==> config.mk <==
export PLATFORM = sky130hd
export DESIGN_NAME = gbuff_stream_reader
export DESIGN_NICKNAME = d
export VERILOG_FILES = /design/src/rtl/gbuff_pkg.sv /design/src/rtl/gbuff_skid_fifo.sv /design/src/rtl/gbuff_stream_reader.sv
export SDC_FILE = /design/constraint.sdc
export NUM_CORES = 1
export LEC_CHECK = 0
export BUFFER_PORTS_ARGS = -buffer_cell sky130_fd_sc_hd__buf_2
export CORE_ASPECT_RATIO = 1.2
export CORE_MARGIN = 3
export CORE_UTILIZATION = 46
export CTS_CLUSTER_SIZE = 30
export DETAILED_ROUTE_END_ITERATION = 10
export MAX_ROUTING_LAYER = met4
export PLACE_DENSITY = 0.73
export SLEW_MARGIN = 25
export SYNTH_ARGS = -nofsm -noshare
export SYNTH_HDL_FRONTEND = slang
export SYNTH_SLANG_ARGS = --single-unit
==> constraint.sdc <==
create_clock -name clk_i -period 9.1 [get_ports clk_i]
set_clock_uncertainty 0.15 [all_clocks]
set_input_delay 1.82 -clock clk_i [delete_from_list [all_inputs] [get_ports clk_i]]
set_output_delay 1.82 -clock clk_i [all_outputs]
set_load 0.05 [all_outputs]
==> src/rtl/gbuff_pkg.sv <==
// Shared types and constants for the global-buffer stream reader.
// Imported by the reader top and its skid FIFO.
package gbuff_pkg;

  typedef enum logic [1:0] {
    IDLE,
    STREAM,
    DONE
  } state_e;

  localparam int unsigned FIFO_DEPTH = 2;
  localparam int unsigned FIFO_CNT_W = $clog2(FIFO_DEPTH + 1);

endpackage

==> src/rtl/gbuff_skid_fifo.sv <==
// Small skid FIFO between the buffer read port and a stream sink.
// Push and pop may coincide; the count then stays unchanged.
module gbuff_skid_fifo
  import gbuff_pkg::*;
#(
  parameter int unsigned WIDTH = 9
) (
  input  logic                  clk_i,
  input  logic                  rst_ni,
  input  logic                  push_i,
  input  logic [WIDTH-1:0]      data_i,
  input  logic                  pop_i,
  output logic [WIDTH-1:0]      data_o,
  output logic [FIFO_CNT_W-1:0] count_o,
  output logic                  empty_o
);

  localparam int unsigned PTR_W = $clog2(FIFO_DEPTH);

  logic [WIDTH-1:0]      mem_q [FIFO_DEPTH];
  logic [PTR_W-1:0]      wr_q;
  logic [PTR_W-1:0]      rd_q;
  logic [FIFO_CNT_W-1:0] cnt_q;
  logic                  full;
  logic                  do_push;
  logic                  do_pop;

  function automatic logic [PTR_W-1:0] inc(
    input logic [PTR_W-1:0] p
  );
    return (p == PTR_W'(FIFO_DEPTH - 1))
      ? '0 : p + PTR_W'(1);
  endfunction

  assign full    = cnt_q == FIFO_CNT_W'(FIFO_DEPTH);
  assign empty_o = cnt_q == '0;
  assign count_o = cnt_q;
  assign data_o  = mem_q[rd_q];
  assign do_pop  = pop_i & ~empty_o;
  assign do_push = push_i & (~full | do_pop);

  always_ff @(posedge clk_i or negedge rst_ni) begin
    if (!rst_ni) begin
      wr_q  <= '0;
      rd_q  <= '0;
      cnt_q <= '0;
      for (int unsigned i = 0; i < FIFO_DEPTH; i++)
        mem_q[i] <= '0;
    end else begin
      if (do_push) begin
        mem_q[wr_q] <= data_i;
        wr_q        <= inc(wr_q);
      end
      if (do_pop)
        rd_q <= inc(rd_q);
      if (do_push && !do_pop)
        cnt_q <= cnt_q + FIFO_CNT_W'(1);
      else if (do_pop && !do_push)
        cnt_q <= cnt_q - FIFO_CNT_W'(1);
    end
  end

endmodule

==> src/rtl/gbuff_stream_reader.sv <==
// Streams a contiguous (wrapping) region of the global buffer
// onto a valid/ready port, hiding the one-cycle read latency.
module gbuff_stream_reader
  import gbuff_pkg::*;
#(
  parameter int unsigned ADDR_BITS = 8,
  parameter int unsigned DATA_BITS = 8,
  parameter int unsigned LEN_BITS  = ADDR_BITS + 1
) (
  input  logic                 clk_i,
  input  logic                 rst_ni,
  input  logic                 start_i,
  input  logic [ADDR_BITS-1:0] base_addr_i,
  input  logic [LEN_BITS-1:0]  len_i,
  output logic                 busy_o,
  output logic                 done_o,
  output logic [ADDR_BITS-1:0] rd_index_o,
  input  logic [DATA_BITS-1:0] rd_data_i,
  output logic                 m_valid_o,
  input  logic                 m_ready_i,
  output logic [DATA_BITS-1:0] m_data_o,
  output logic                 m_last_o
);

  localparam int unsigned OCC_W = FIFO_CNT_W + 1;

  state_e                state_q;
  state_e                state_d;
  logic [ADDR_BITS-1:0]  rd_index_q;
  logic [LEN_BITS-1:0]   len_q;
  logic [LEN_BITS-1:0]   issued_q;
  logic                  pend_q;
  logic                  pend_last_q;
  logic [FIFO_CNT_W-1:0] fifo_cnt;
  logic                  fifo_empty;
  logic [DATA_BITS:0]    head;
  logic [OCC_W-1:0]      occ;
  logic                  pop;
  logic                  issue;
  logic                  issue_last;
  logic                  start_go;

  assign m_valid_o  = ~fifo_empty;
  assign m_data_o   = head[DATA_BITS-1:0];
  assign m_last_o   = m_valid_o & head[DATA_BITS];
  assign pop        = m_valid_o & m_ready_i;
  assign busy_o     = state_q != IDLE;
  assign done_o     = state_q == DONE;
  assign rd_index_o = rd_index_q;

  // Words already owed to the FIFO after this cycle's pop.
  assign occ = {1'b0, fifo_cnt}
             + OCC_W'(pend_q)
             - OCC_W'(pop);

  assign issue = (state_q == STREAM)
               && (issued_q < len_q)
               && (occ < OCC_W'(FIFO_DEPTH));
  assign issue_last = issued_q == len_q - LEN_BITS'(1);
  assign start_go   = (state_q == IDLE) && start_i
                    && (len_i != '0);

  always_comb begin
    state_d = state_q;
    unique case (state_q)
      IDLE: begin
        if (start_i)
          state_d = (len_i == '0) ? DONE : STREAM;
      end
      STREAM: begin
        if (pop && m_last_o)
          state_d = DONE;
      end
      DONE:    state_d = IDLE;
      default: state_d = IDLE;
    endcase
  end

  always_ff @(posedge clk_i or negedge rst_ni) begin
    if (!rst_ni)
      state_q <= IDLE;
    else
      state_q <= state_d;
  end

  always_ff @(posedge clk_i or negedge rst_ni) begin
    if (!rst_ni) begin
      rd_index_q  <= '0;
      len_q       <= '0;
      issued_q    <= '0;
      pend_q      <= 1'b0;
      pend_last_q <= 1'b0;
    end else begin
      pend_q      <= issue;
      pend_last_q <= issue & issue_last;
      if (start_go) begin
        rd_index_q <= base_addr_i;
        len_q      <= len_i;
        issued_q   <= '0;
      end else if (issue) begin
        rd_index_q <= rd_index_q + ADDR_BITS'(1);
        issued_q   <= issued_q + LEN_BITS'(1);
      end
    end
  end

  gbuff_skid_fifo #(
    .WIDTH (DATA_BITS + 1)
  ) u_fifo (
    .clk_i   (clk_i),
    .rst_ni  (rst_ni),
    .push_i  (pend_q),
    .data_i  ({pend_last_q, rd_data_i}),
    .pop_i   (pop),
    .data_o  (head),
    .count_o (fifo_cnt),
    .empty_o (fifo_empty)
  );

endmodule

Yosys cells after proc, flatten, opt, wreduce, memory -nomap -nowiden --
Cells that the tools add are included. Widths: inputs -> output; s select.
Storage, ports and cells: register bits 52, bits of input ports 29, output and inout port bits 20, word-level logic and storage cells 77
Cells by class: add/subtract/negate cells 9, magnitude comparators 5, eq/ne operators 6, muxes and demuxes 18, bitwise logic cells 10, reductions and logical operators 18
Operators with widths (count):
- $mux 9 | 6
- $bwmux 18 | 1
- $mux 8 | 2
- $mux 2 | 5
- $add 9x1->9 const B | 1
- $demux 9 s1 | 1
- $eq 9x9->1 | 1
- $logic_not 9->1 | 1
- $lt 9x9->1 | 1
- $reduce_bool 9->1 | 1
- $sub 9x1->9 const B | 1
- $add 8x1->8 const B | 1
- $logic_and 1x1->1 | 8
- $reduce_bool 2->1 | 3
- $and 1x1->1 | 5
- $eq 2x2->1 const B | 2
- $ge 2x2->1 const B | 2
- $logic_not 2->1 | 2
- $not 1->2 | 2
- $pmux 2 s2 | 1
- $add 2x1->3 | 1
- $lt 3x2->1 const B | 1
- $sub 3x1->3 | 1
- $add 1x1->1 const B | 2
- other kinds (11) | 14

Depth between registers and ports, before layout --
Gate-level depths: netlist of the first run.
word-level depth 10, gate-level depth with buffers 13, gate-level depth less buffers 12

Modules after synthesis --
From an unflattened synthesis of the first run, not the netlist that was laid out.
Unflattened totals: cell total of the unflattened synthesis 293, area, all modules 2994.1 µm²
Modules (own cells, without submodules):
- gbuff_stream_reader | instances 1, cells an instance 228, area an instance 2010.7 µm², seq. area each 750.7 µm²
- gbuff_skid_fifo | instances 1, cells an instance 65, area an instance 983.4 µm², seq. area each 550.5 µm²

Worst setup path before layout of the first run --
OpenSTA, ideal clock, no wires.
kind input to register, start input m_ready_i, end register rd_index_q[5], in the netlist rd_index_o[5], library setup time 82 ps, arrival 4011 ps, data required time 8868 ps, setup slack 4857 ps, stages 11, buffers on the path 1, cell sequence nand2_1 > inv_1 > ha_1 > nand2b_1 > fa_1 > and4bb_2 > and3_1 > buf_4 > nand3_2 > or4_1 > a31oi_1
On the way: word-level cells in the longest chain between the ends 5
RTL lines:
- start: declaration | RTL line gbuff_stream_reader.sv:20 | input logic m_ready_i,
- $and 1x1->1 | RTL line gbuff_stream_reader.sv:46 | assign pop = m_valid_o & m_ready_i;
- $sub 3x1->3 | RTL line gbuff_stream_reader.sv:54 | - OCC_W'(pop);
- $lt 3x2->1 | RTL line gbuff_stream_reader.sv:58 | && (occ < OCC_W'(FIFO_DEPTH));
- $logic_and 1x1->1 | RTL line gbuff_stream_reader.sv:58
- $reduce_bool 2->1 (no source line)
- end signal: assignment | RTL line gbuff_stream_reader.sv:97 | rd_index_q <= base_addr_i;
- end signal: assignment | RTL line gbuff_stream_reader.sv:101 | rd_index_q <= rd_index_q + ADDR_BITS'(1);
- end: declaration | RTL line gbuff_stream_reader.sv:29 | logic [ADDR_BITS-1:0] rd_index_q;
Every way passes these cells. A chain may end at the register's enable or synchronous reset.

Final worst setup path of the first run --
start input m_ready_i, end register rd_index_q[3], in the netlist rd_index_o[3]
Same word-level chain as after synthesis.

==> summary.md, run 1 <==
| Metric | Value |
|---|---|
| Clk slew on worst S/H paths | `0.09 ns` |
| Yosys top cell area share | `0.437` |
| Final Hold Violating Endpoints | `0` |
| Post-route DRC violation count | `0` |
| Via count | `2332` |
| Register-to-Register Path Depth | `12` |
| Root Buffer | `clkbuf_8` |
| Floorplan Core Area | `between 6000 and 7000 µm²` |
| Final Wtd Congestion | `between 0.8 and 0.9` |
| Setup crit start kind | `primary input` |
| Classification of the worst setup path | `in2reg` |
| Total negative slack | `0 ns` |
| Vias in the first global route | `roughly 2300` |
| CTS H-tree lvls | `2` |
| Critical Path RT | `roughly 9.2 ns` |
| Final non-filler cell total | `between 400 and 500` |
| Cts repair resizes | `0` |
| Sink Count | `52` |
| Final setup violation count | `0` |
| Initial antenna violation count | `0` |
| Initial Util | `0.483` |
| CP endpoint kind | `register` |
| Slowest Stage Delay on Critical Path | `0.48 ns` |
| Post-DR wirelength/cell | `~15 µm` |
| Max FO, Critical Path | `10` |
| Avg Cell Area, Syn | `between 10 and 15 µm²` |
| DP Wirelength | `between 4 and 5 mm` |
| Reg2reg setup slack | `around 5.7 ns` |
| Layout cells sized above 1 | `0.256` |
| Synthesized cell area | `between 2000 and 3000 µm²` |
| Tot Pwr | `1.03 mW` |
| Status | `complete, no violations` |
| Postcts setup bufs | `0` |
| Ys Warns | `0` |
| MaxCap Viol Count | `0` |
| Clk pwr share | `0.129` |
| Hold buffers post-CTS | `0` |
| Antenna Nets Post-Route | `0` |
| Power Dens Cells | `slightly above 300 nW/µm²` |
| Crit path time final | `between 4 and 5 ns` |
| Total GRT Usage | `0.183` |
| Placed Instances | `between 400 and 500` |
| Global-route wire length before repair | `10.7 mm` |
| Seq/Total Area, Yosys | `0.437` |
| Clk buf depth | `2` |
| RSZ-0062 raised after global routing | `false` |
| Worst setup path startpoint | `m_ready_i` |
| Max_slew headroom | `0.385` |
| Cell Chain, Critical Path | `buf_2, nand2_1, inv_1, ha_1, nand2b_1, fa_1, and4bb_2, and3_1, nand3_2, or4_1, a31oi_1` |
| Worst hold path type | `reg2reg` |
| Top post-synthesis cells by area | `dfrtp_1, mux2_2, ha_1` |
| Switching share of power | `0.466` |
| Post-synth EDFFs | `0` |
| Chip height | `around 94 µm` |
| Fmax | `0.231 GHz` |
| Fin. max-slew vios | `0` |
| Final WL | `~6.2 mm` |
| R2r startpoint | `u_fifo.count_o[1]` |
| Internal Power | `approximately 0.55 mW` |
| Crit path max-delay cell type | `fa_1` |
| # nets final | `383` |
| Commonest register cell after synthesis | `dfrtp_1` |
| Sw Pwr | `0.478 mW` |
| Period utilization | `0.476` |
| Layout area overhead | `12.8%` |
| Cell taking the most area after synthesis | `dfrtp_1` |
| Worst-margin pin slew | `approximately 0.92 ns` |
| Comb pwr share | `0.499` |
| #FFs+latches synth | `between 50 and 60` |
| Syn Inst Count | `between 200 and 300` |
| Die Area | `approximately 7500 µm²` |
| Sequential share of power | `0.372` |
| Post-DR vias/cell | `approximately 5.5` |
| Grt ovf | `0` |
| HP Start | `u_fifo.wr_q` |
| Filler Cells Inserted | `560` |
| Leak pwr | `between 1.5 and 2 nW` |
| Antenna cell count | `0` |
| Worst Path Arrival | `approximately 4.4 ns` |
| DRT iter0 DRCs | `roughly 120` |
| Worst hold stages | `1` |
| Maximum VDD drop | `roughly 0.15 mV` |
| Die X | `79.5 µm` |
| Worst-Skew Late Latency | `0.31 ns` |
| Synth Net Count | `~340` |
| Site row count | `31` |
| Pre-Repair DR Iteration Count | `5` |
| Netlist cell types | `between 40 and 50` |
| Largest net degree at the start of global routing | `between 50 and 60` |
| Total CTS buffers | `5` |
| IO Count | `49` |
| Async SR Flop Fraction | `1.00` |
| IO buf count | `48` |
| CTS tree | `done` |
layer usage:
layer	share of wire	global-route usage	vias up
li1	-	-	1157
met1	0.45	0.233	1109
met2	0.49	0.304	58
met3	0.047	0.0317	8
met4	0.0095	0.0430	0
met5	0	-	-
Yosys cell counts (3+ instances only):
library cell,number
mux2_2,26
clkbuf_1,8
nor2_1,19
nor3_1,6
o21ai_0,14
nand4_1,5
and3_1,4
nand3_1,15
or4_1,5
a31oi_1,10
o311ai_0,3
xnor2_1,9
o211ai_1,3
nand2b_1,11
o31ai_1,8
xor2_1,5
nand2_1,22
inv_1,16
mux2i_1,7
nor4_1,4
dfrtp_1,52
a21oi_1,6
ha_1,14
worst paths after layout:
check / to
min: u_fifo.wr_q
max reg2reg: rd_index_o[3]
max in group asynchronous: issued_q[0]
min reg2reg: u_fifo.wr_q
max: rd_index_o[3]
min in group asynchronous: u_fifo.mem_q[10]
final cells by class:
class	instances	area, µm²	share of cell area
clock buffer	6	72.6	0.0216
clock inverter	2	16.3	0.00484
inverter	16	60.1	0.0179
multi-input combinational	215	1560	0.464
sequential	52	1300	0.387
tap	82	103	0.0305
timing repair buffer	49	248	0.0737
flip-flops by register name, indices dropped and copies added, names as in the netlist:
name and count:
issued_q 9, len_q 9, rd_index_o 8, u_fifo.count_o 2, u_fifo.wr_q 1, u_fifo.mem_q 18
u_fifo.rd_q 1, state_q 2, pend_q 1, pend_last_q 1
cells in the final DEF, fill, tap and decap left out, types with 2 or more instances in the layout:
cell and n:
nor3_1 6, nand3_1 15, nor2b_1 2, nor4_1 4
o311ai_0 3, mux2i_1 7, a31oi_1 10, nand2b_1 11
dfrtp_1 52, clkbuf_8 5, o31ai_1 8, nand2_1 22
ha_1 14, inv_1 16, buf_2 48, nand4_1 5
xnor2_1 9, mux2_2 26, xor2_1 5, o211ai_1 3
a21oi_1 6, or4_1 5, o21ai_0 14, nor2_1 19
and3_1 4
stage by stage:
step	area, µm²	utilization	hold slack (ns)	worst slack, ns
finish	3360	0.545	0.348	4.77
CTS	3360	0.545	0.353	4.78
global route	3360	0.545	0.372	4.59
global placement	3270	0.531	0.329	4.54
floorplan	2980	-	0.294	4.86
detailed placement	3270	0.531	0.337	4.45
power by group through the flow:
stage	Combinational [mW]	Clock [mW]	Sequential, mW
final	0.512	0.132	0.381
after global routing	0.557	0.147	0.394
after CTS	0.517	0.137	0.381
after detailed placement	0.514	0	0.386
after global placement	0.499	0	0.382
after floorplan	0.386	0	0.404
worst max-delay path, delay by kind of cell:
family	cells	cell delay, ns
compound gates	1	0.18
buf+inv	2	0.16
fa+ha+maj	2	0.74
simple gates	6	1.49
cells by family (layout without fill, tap and decap cells):
family / Yosys count / in the layout / synth area share
mux: 33 / 33 / 0.122
buf+inv: 28 / 73 / 0.0399
simple gates: 99 / 99 / 0.173
flops: 52 / 52 / 0.437
fa+ha+maj: 15 / 15 / 0.0655
xor+xnor: 14 / 14 / 0.0411
compound gates: 54 / 54 / 0.123
Power figures use the tool's default switching activity.
==> run 2: changes to the inputs <==
==> constraint.sdc (replaced) <==
create_clock -name clk_i -period 4 [get_ports clk_i]
set_clock_uncertainty 0.15 [all_clocks]
set_input_delay 0.8 -clock clk_i [delete_from_list [all_inputs] [get_ports clk_i]]
set_output_delay 0.8 -clock clk_i [all_outputs]
set_load 0.05 [all_outputs]
==> summary.md, run 2 (synthesized netlist as in run 1, its figures left out) <==
| Metric | Value |
|---|---|
| Status | `complete, no violations` |
| Initial Util | `0.483` |
| Period utilization | `0.836` |
| Maximum VDD drop | `0.400 mV` |
| Floorplan Core Area | `~6200 µm²` |
| Slowest Stage Delay on Critical Path | `just under 0.6 ns` |
| DRT iter0 DRCs | `126` |
| Antenna cell count | `0` |
| Setup WS pre-CTS | `about 0.45 ns` |
| Site row count | `31` |
| Antenna Nets Post-Route | `0` |
| Total GRT Usage | `0.184` |
| Met1 Resource Use GR | `0.222` |
| Vias in the first global route | `roughly 2300` |
| CTS H-tree lvls | `2` |
| Crit path time final | `3.34 ns` |
| Worst-margin pin slew | `between 0.9 and 1 ns` |
| Die X | `79.5 µm` |
| Power Dens Cells | `about 700 nW/µm²` |
| CP Buf/Inv Count | `2` |
| Grt ovf | `0` |
| Final Wtd Congestion | `approximately 0.83` |
| Final non-filler cell total | `about 420` |
| Commonest non-fill, non-tap cell in the layout | `dfrtp_1` |
| Layout area overhead | `13.1%` |
| Most frequent cells in the layout | `dfrtp_1, buf_2, mux2_2, nand2_1, nor2_1` |
| Post-DR vias/cell | `5.56` |
| IO buf count | `48` |
| Grt met2 use | `0.312` |
| Via count | `between 2000 and 2500` |
| Final WS setup | `approximately 0.66 ns` |
| Layout cells sized above 1 | `0.261` |
| Post-DR wirelength/cell | `~15 µm` |
| # nets final | `roughly 380` |
| Clk buf depth | `2` |
| Root Buffer | `clkbuf_8` |
| Max_slew headroom | `0.396` |
| DP Wirelength | `4.69 mm` |
| Worst-Skew Late Latency | `between 0.3 and 0.4 ns` |
| CTS tree | `done` |
| Final Hold Violating Endpoints | `0` |
| Crit-path leading delay family | `simple AND/OR/NAND/NOR gates` |
| Chip height | `about 94 µm` |
| Grt peak-use layer | `met2` |
| Top reg by flops | `u_fifo.mem_q` |
| RSZ-0062 raised after global routing | `false` |
| Clk slew on worst S/H paths | `around 0.09 ns` |
| Max reg flops | `18` |
| Max FO, Critical Path | `13` |
| Placed Instances | `approximately 420` |
| Tot Pwr | `between 2 and 2.5 mW` |
| Crit path max-delay cell type | `or4_1` |
| Cell Chain, Critical Path | `nor2_1, inv_1, nand2_1, inv_1, ha_1, nand2b_1, fa_1, and4bb_2, nand3_1, or4_1, a31oi_1` |
| Placed cell areas | `3280 µm²` |
| Global-route wire length before repair | `between 10 and 15 mm` |
| Hold WS | `roughly 0.35 ns` |
| Critical Path RT | `about 4.1 ns` |
| Total CTS buffers | `5` |
| Largest regs | `u_fifo.mem_q: 18 flops, issued_q: 9 flops, len_q: 9 flops` |
| M3 GR Usage | `0.0345` |
| Total negative slack | `0 ns` |
| Worst Path Arrival | `between 3 and 4 ns` |
| Final instance area | `~3400 µm²` |
| Final WL | `6.20 mm` |
| CP endpoint kind | `register` |
| Fin. max-slew vios | `0` |
| MaxCap Viol Count | `0` |
| Die Area | `approximately 7500 µm²` |
| Post-route DRC violation count | `0` |
| Fmax | `0.299 GHz` |
| Final setup violation count | `0` |
| Leak pwr | `~1.6 nW` |
| Largest net degree at the start of global routing | `35` |
| Initial antenna violation count | `0` |
| Classification of the worst setup path | `reg2reg` |
| Cts repair resizes | `0` |
| Worst hold path type | `reg2reg` |
| Most common cell on crit path | `inv_1` |
| Hold buffers post-CTS | `0` |
| IO Count | `49` |
| Pre-Repair DR Iteration Count | `4` |
| Final design utilization | `0.546` |
| Postcts setup bufs | `0` |
| Setup crit start kind | `register` |
| Sink Count | `between 50 and 60` |
==> run 2: path summary, 6_finish.rpt <==
| check | startpoint | end | slack [ns] | cells after the start |
|---|---|---|---|---|
| min in group asynchronous | rst_ni | u_fifo.mem_q[1] | 0.39 | 1 |
| max reg2reg | u_fifo.count_o[1] | rd_index_o[6] | 0.66 | 11 |
| max | u_fifo.count_o[1] | rd_index_o[6] | 0.66 | 11 |
| min reg2reg | u_fifo.wr_q | u_fifo.wr_q | 0.35 | 1 |
| max in group asynchronous | rst_ni | len_q[5] | 2.58 | 2 |
| min | u_fifo.wr_q | u_fifo.wr_q | 0.35 | 1 |
==> run 2: power by group <==
part           leakage (nW)  internal, mW  switching, mW
clock                0.0445         0.124          0.176
combinational         0.897         0.440          0.744
sequential            0.613         0.697          0.177
==> run 2: final cells by class <==
class | instances | area, µm²
fillers | 550 | 2800
repair buffers | 50 | 255
inverters | 16 | 60.1
multi-input cells | 215 | 1560
clock buffers | 5 | 68.8
well taps | 82 | 103
flip-flops and latches | 52 | 1300
clock inverters | 3 | 21.3
==> run 2: per-layer routing <==
metal	vias to the layer above	part of all wire
li1	1163	-
met1	1121	0.44
met2	59	0.50
met3	7	0.047
met4	0	0.013
met5	-	0
